[src/rtl/pipe_addsub_if.sv]
// Operand/result handshake bundle for pipe_addsub.
// The slave side is the adder; the master side is the producer/consumer pair.
interface pipe_addsub_if #(
  parameter int WIDTH = 8
);
  logic             in_valid;
  logic             in_ready;
  logic [WIDTH-1:0] A;
  logic [WIDTH-1:0] B;
  logic             Cin;
  logic             Sub;
  logic             out_valid;
  logic             out_ready;
  logic [WIDTH-1:0] Sum;
  logic             Cout;
  logic             Ovf;

  modport master (
    output in_valid, A, B, Cin, Sub, out_ready,
    input  in_ready, out_valid, Sum, Cout, Ovf
  );

  modport slave (
    input  in_valid, A, B, Cin, Sub, out_ready,
    output in_ready, out_valid, Sum, Cout, Ovf
  );
endinterface

[src/rtl/pipe_addsub.sv]
// Pipelined adder/subtractor: the carry chain is cut into STAGES registered chunks,
// with a stall-all valid/ready pipeline and signed-overflow detection.
module pipe_addsub #(
  parameter int WIDTH  = 8,
  parameter int STAGES = 2
) (
  input  logic         clk,
  input  logic         rst,
  pipe_addsub_if.slave bus
);
  localparam int CHUNK = WIDTH / STAGES;
  localparam int FW    = (STAGES > 1) ? STAGES - 1 : 1;

  // Returns {carry_out, carry_into_chunk_msb, chunk_sum}.
  function automatic logic [CHUNK+1:0] add_chunk(
    input logic [CHUNK-1:0] a,
    input logic [CHUNK-1:0] b,
    input logic             c
  );
    logic [CHUNK:0] t;
    t = {1'b0, a} + {1'b0, b} + {{CHUNK{1'b0}}, c};
    return {t[CHUNK], a[CHUNK-1] ^ b[CHUNK-1] ^ t[CHUNK-1], t[CHUNK-1:0]};
  endfunction

  logic             advance_s;
  logic [WIDTH-1:0] opa_s  [STAGES];
  logic [WIDTH-1:0] opb_s  [STAGES];
  logic [WIDTH-1:0] psum_s [STAGES];
  logic [WIDTH-1:0] nsum_s [STAGES];
  logic             cin_s  [STAGES];
  logic             vin_s  [STAGES];
  logic [CHUNK+1:0] res_s  [STAGES];

  logic             v_r    [STAGES];
  logic             c_r    [STAGES];
  logic [WIDTH-1:0] sum_r  [STAGES];
  logic [WIDTH-1:0] a_r    [FW];
  logic [WIDTH-1:0] b_r    [FW];
  logic             ovf_r;

  assign advance_s     = ~v_r[STAGES-1] | bus.out_ready;
  assign bus.in_ready  = advance_s;
  assign bus.out_valid = v_r[STAGES-1];
  assign bus.Sum       = sum_r[STAGES-1];
  assign bus.Cout      = c_r[STAGES-1];
  assign bus.Ovf       = ovf_r;

  // Per-stage chunk arithmetic; operands and partial sums are kept right-aligned
  // so every stage always works on bits [CHUNK-1:0] and shifts its chunk in at the top.
  always_comb begin
    for (int k = 0; k < STAGES; k++) begin
      if (k == 0) begin
        opa_s[k]  = bus.A;
        opb_s[k]  = bus.Sub ? ~bus.B : bus.B;
        cin_s[k]  = bus.Cin ^ bus.Sub;
        psum_s[k] = '0;
        vin_s[k]  = bus.in_valid & advance_s;
      end else begin
        opa_s[k]  = a_r[k-1];
        opb_s[k]  = b_r[k-1];
        cin_s[k]  = c_r[k-1];
        psum_s[k] = sum_r[k-1];
        vin_s[k]  = v_r[k-1];
      end
      res_s[k]  = add_chunk(opa_s[k][CHUNK-1:0], opb_s[k][CHUNK-1:0], cin_s[k]);
      nsum_s[k] = psum_s[k] >> CHUNK;
      nsum_s[k][WIDTH-1 -: CHUNK] = res_s[k][CHUNK-1:0];
    end
  end

  // Stage registers: the whole pipe advances together or holds together.
  always_ff @(posedge clk or posedge rst) begin
    if (rst) begin
      for (int k = 0; k < STAGES; k++) begin
        v_r[k]   <= 1'b0;
        c_r[k]   <= 1'b0;
        sum_r[k] <= '0;
      end
      for (int k = 0; k < FW; k++) begin
        a_r[k] <= '0;
        b_r[k] <= '0;
      end
      ovf_r <= 1'b0;
    end else if (advance_s) begin
      for (int k = 0; k < STAGES; k++) begin
        v_r[k]   <= vin_s[k];
        c_r[k]   <= res_s[k][CHUNK+1];
        sum_r[k] <= nsum_s[k];
      end
      for (int k = 0; k < FW; k++) begin
        a_r[k] <= opa_s[k] >> CHUNK;
        b_r[k] <= opb_s[k] >> CHUNK;
      end
      ovf_r <= res_s[STAGES-1][CHUNK] ^ res_s[STAGES-1][CHUNK+1];
    end
  end
endmodule

[src/flat_wrapper.sv]
// flat-port wrapper written by rule: the top's interface ports become plain ports
module pipe_addsub_flat 
#(
  parameter int WIDTH  = 8,
  parameter int STAGES = 2
)
  (clk, rst, bus_in_valid, bus_A, bus_B, bus_Cin, bus_Sub, bus_out_ready, bus_in_ready, bus_out_valid, bus_Sum, bus_Cout, bus_Ovf);
  pipe_addsub_if #(.WIDTH(WIDTH)) bus_i ();
  input  logic clk;
  input  logic rst;
  input wire logic [$bits(bus_i.in_valid)-1:0] bus_in_valid;
  input wire logic [$bits(bus_i.A)-1:0] bus_A;
  input wire logic [$bits(bus_i.B)-1:0] bus_B;
  input wire logic [$bits(bus_i.Cin)-1:0] bus_Cin;
  input wire logic [$bits(bus_i.Sub)-1:0] bus_Sub;
  input wire logic [$bits(bus_i.out_ready)-1:0] bus_out_ready;
  output wire logic [$bits(bus_i.in_ready)-1:0] bus_in_ready;
  output wire logic [$bits(bus_i.out_valid)-1:0] bus_out_valid;
  output wire logic [$bits(bus_i.Sum)-1:0] bus_Sum;
  output wire logic [$bits(bus_i.Cout)-1:0] bus_Cout;
  output wire logic [$bits(bus_i.Ovf)-1:0] bus_Ovf;
  assign bus_i.in_valid = bus_in_valid;
  assign bus_i.A = bus_A;
  assign bus_i.B = bus_B;
  assign bus_i.Cin = bus_Cin;
  assign bus_i.Sub = bus_Sub;
  assign bus_i.out_ready = bus_out_ready;
  assign bus_in_ready = bus_i.in_ready;
  assign bus_out_valid = bus_i.out_valid;
  assign bus_Sum = bus_i.Sum;
  assign bus_Cout = bus_i.Cout;
  assign bus_Ovf = bus_i.Ovf;
  pipe_addsub #(.WIDTH(WIDTH), .STAGES(STAGES)) u_core (.clk(clk), .rst(rst), .bus(bus_i));
endmodule
[config.mk]
export PLATFORM = sky130hd
export DESIGN_NAME = pipe_addsub_flat
export DESIGN_NICKNAME = d
export VERILOG_FILES = /design/src/rtl/pipe_addsub_if.sv /design/src/rtl/pipe_addsub.sv /design/src/flat_wrapper.sv
export SDC_FILE = /design/constraint.sdc
export NUM_CORES = 1
export LEC_CHECK = 0
export CAP_MARGIN = 20
export CORE_ASPECT_RATIO = 0.7
export CORE_UTILIZATION = 35
export DETAILED_ROUTE_END_ITERATION = 16
export PLACE_DENSITY_LB_ADDON = 0.25
export REMOVE_ABC_BUFFERS = 1
export SLEW_MARGIN = 15
export SYNTH_ARGS = -nofsm -noshare
export SYNTH_HDL_FRONTEND = slang
export SYNTH_SLANG_ARGS = --single-unit
[constraint.sdc]
create_clock -name clk -period 1.8 [get_ports clk]
set_input_delay 0.36 -clock clk [delete_from_list [all_inputs] [get_ports clk]]
set_output_delay 0.36 -clock clk [all_outputs]
set_load 0.005 [all_outputs]
==> impl_metrics.env <==
export IMPL_htreeDepth=1
export IMPL_cp_buffers_inverters=1
export IMPL_grt_pass1_wl_um=4230
export IMPL_core_area_mm2=0.00332
export IMPL_gp_congestion=0.720
export IMPL_globalRoute_totalOverflow=0
export IMPL_slew_limit_headroom_pct=78.8
export IMPL_cp_start_kind="register"
export IMPL_synth_flop_cell="dfrtp_1"
export IMPL_dp_hpwl_um=1830
export IMPL_path_cells="fa_2 > inv_2 > fa_2 > nand2b_4 > a21oi_4 > xnor2_1 > mux2_4"
export IMPL_setup_violations=0
export IMPL_drt_iter0_markers=14
export IMPL_timing_fmax_mhz=564
export IMPL_nets=179
export IMPL_syn_cell_area_mm2=0.00128
export IMPL_via_per_inst=4.39
export IMPL_yosysTopAreaCellShare_pct=49.0
export IMPL_rsz0062_at_grt="yes"
export IMPL_n_antenna_cell=0
export IMPL_die_h_um=52.5
export IMPL_clockBufferDepth=2
export IMPL_hold_path_class="input port to async pin"
export IMPL_outcome="finished clean"
export IMPL_yosysSeqAreaShare_pct=49.0
export IMPL_cpMostUsedCell="fa_2"
export IMPL_clkLatencyLatePin_ns=0.27
export IMPL_end_kind="register"
export IMPL_io_pins=34
export IMPL_portBuffers=33
export IMPL_cts_tree="yes"
export IMPL_final_hold_viol_count=0
export IMPL_antenna_found_initial=0
export IMPL_syn_to_final_growth_pct=42.3
export IMPL_hold_slack_ns=0.428
export IMPL_hold_buffers=0
export IMPL_powerDensity_mw_per_mm2=1070
export IMPL_avgSynthCellArea_um2=12.3
export IMPL_path_max_fanout=2
export IMPL_synth_edf_count=0
export IMPL_worstMarginPinSlew_ns=0.318
export IMPL_routed_wl_um=2460
export IMPL_final_min_clock_period_ns=1.77
export IMPL_yosys_warnings=0
export IMPL_max_stage_delay_ns=0.41
export IMPL_wl_per_cell_um=12.7
export IMPL_peakVddDrop_mv=0.634
export IMPL_finalMaxSlewViolations=0
export IMPL_maxCapViolCount=0
export IMPL_ant_nets=0
export IMPL_die_area_mm2=0.00390
export IMPL_cts_num_sinks=25
export IMPL_ys_top_cells_by_area="dfrtp_1 (49%), mux2_2 (11%), fa_1 (6.3%)"
export IMPL_crit_family="adder cells"
export IMPL_cts_root_buf="clkbuf_8"
export IMPL_leakage_nw=0.802
export IMPL_ys_ff_latch=25
export IMPL_drive_gt1_share_pct=28.8
export IMPL_min_period_over_period_pct=98.5
export IMPL_async_reset_ff_share_pct=100
export IMPL_cpMaxStageDelayCell="dfrtp_1"
export IMPL_crit_required_ns=1.96
export IMPL_synth_most_common_cell="dfrtp_1"
export IMPL_drc=0
export IMPL_synth_cell_types=18
export IMPL_cts_buffers=3
export IMPL_clk_pin_slew_worst_paths_ns=0.09
export IMPL_first_pass_iters=3
export IMPL_tns_ns=0
export IMPL_clock_skew_ns=0.00769
export IMPL_floorplan_rows=17
export IMPL_grt_pass1_vias=898
export IMPL_syn_inst=104
export IMPL_grt_max_degree=27
export IMPL_synthTopCellsByCount="dfrtp_1 (25), mux2_2 (13), a21oi_1 (10), nor2_1 (10), xor2_1 (8)"
export IMPL_crit_arrival_ns=1.94
export IMPL_start_util_pct=38.5
export IMPL_crit_type="register to register"
export IMPL_num_vias=847
export IMPL_synth_top_area_cell="dfrtp_1"
export IMPL_gr_usage_all_layers_pct=15.3
export IMPL_die_w_um=74.2
[worst reg2reg max path, cell delays in order, from the launching register on]
cell	delay, ns
dfrtp_1	0.41
fa_2	0.41
inv_2	0.07
fa_2	0.20
nand2b_4	0.14
a21oi_4	0.05
xnor2_1	0.12
mux2_4	0.26
[metrics by stage]
| stage | utilization, % | cells | power, mW | area, µm² | setup slack, ns |
|---|---|---|---|---|---|
| floorplan | - | 99 | 1.19 | 1240 | -0.0821 |
| global placement | 51.0 | 187 | 1.55 | 1690 | -0.566 |
| detailed placement | 51.0 | 187 | 1.57 | 1690 | -0.628 |
| CTS | 54.1 | 193 | 1.95 | 1790 | 0.00291 |
| global route | 54.8 | 193 | 2.09 | 1820 | -0.0444 |
| finish | 54.8 | 193 | 1.94 | 1820 | 0.0277 |
[layout make-up]
cell class | count | area [µm²]
sequential | 25 | 626
fill | 294 | 1500
tap | 47 | 58.8
timing repair buffer | 43 | 412
clock buffer | 3 | 41.3
inverter | 4 | 15.0
clock inverter | 1 | 7.51
multi-input combinational | 70 | 658
[layout by cell type, fill, tap and decap left out, drive strengths merged]
cell type / Yosys / layout
a21oi: 12 / 12
nand2: 2 / 2
inv: 4 / 4
clkdlybuf4s50: 0 / 27
dlygate4sd2: 0 / 3
fa: 4 / 4
clkdlybuf4s15: 0 / 1
dfrtp: 25 / 25
xnor2: 6 / 6
a21o: 3 / 3
dlymetal6s2s: 0 / 2
xor2: 8 / 8
clkbuf: 0 / 3
nand2b: 3 / 3
o21ai: 2 / 2
mux2: 14 / 14
buf: 5 / 10
nor2: 10 / 10
clkinvlp: 0 / 1
ha: 6 / 6
[routing by layer]
metal / global-route usage [%] / share of wire (%)
met1: 20.4 / 48
met2: 23.6 / 45
met3: 5.38 / 5.9
met4: 4.40 / 0.65
met5: 0 / 0
[cell families (layout without fill, tap and decap cells)]
kind of cell,count (synthesis),after routing,share of synthesized area (%)
adder cells (fa/ha/maj),10,10,12.1
AO/OA/AOI/OAI,17,17,7.84
flip-flops,25,25,49.0
multiplexers,14,14,12.6
buffers and inverters,9,51,3.82
XOR/XNOR,14,14,9.60
AND/OR/NAND/NOR,15,15,5.00
[sequential cells by signal, indices dropped and copies added (netlist names)]
register / cells
u_core.a_r: 4
u_core.b_r: 4
u_core.bus.Cout: 1
u_core.bus.Ovf: 1
u_core.bus.Sum: 8
u_core.bus.out_valid: 1
u_core.c_r: 1
u_core.nsum_s: 4
u_core.v_r: 1
[report_power, final]
group	leakage [nW]	switching (mW)	internal, mW
Combinational	0.492	0.281	0.495
Clock	0.0217	0.181	0.157
Sequential	0.289	0.0960	0.731
[final timing paths]
path	slack (ns)	endpoint	from	cells after the start
min	0.43	u_core.a_r[2]$_DFFE_PP0N_	rst	3
min reg2reg	0.47	u_core.bus.out_valid$_DFFE_PP0N_	u_core.v_r[1]$_DFFE_PP0N_	1
max in group asynchronous	1.13	u_core.c_r[1]$_DFFE_PP0N_	rst	3
max reg2reg	0.03	u_core.bus.Ovf$_DFFE_PP0N_	u_core.b_r[0]$_DFFE_PP0N_	7
max	0.03	u_core.bus.Ovf$_DFFE_PP0N_	u_core.b_r[0]$_DFFE_PP0N_	7
min in group clk	0.47	u_core.bus.out_valid$_DFFE_PP0N_	u_core.v_r[1]$_DFFE_PP0N_	1
[timing repair]
action                                  4_1_cts  5_1_grt
buffers inserted                              2        0
gates resized for setup                      15        6
endpoints found under the setup margin        6        6
pin swaps                                     8       10
(Power assumes the default switching activity.)
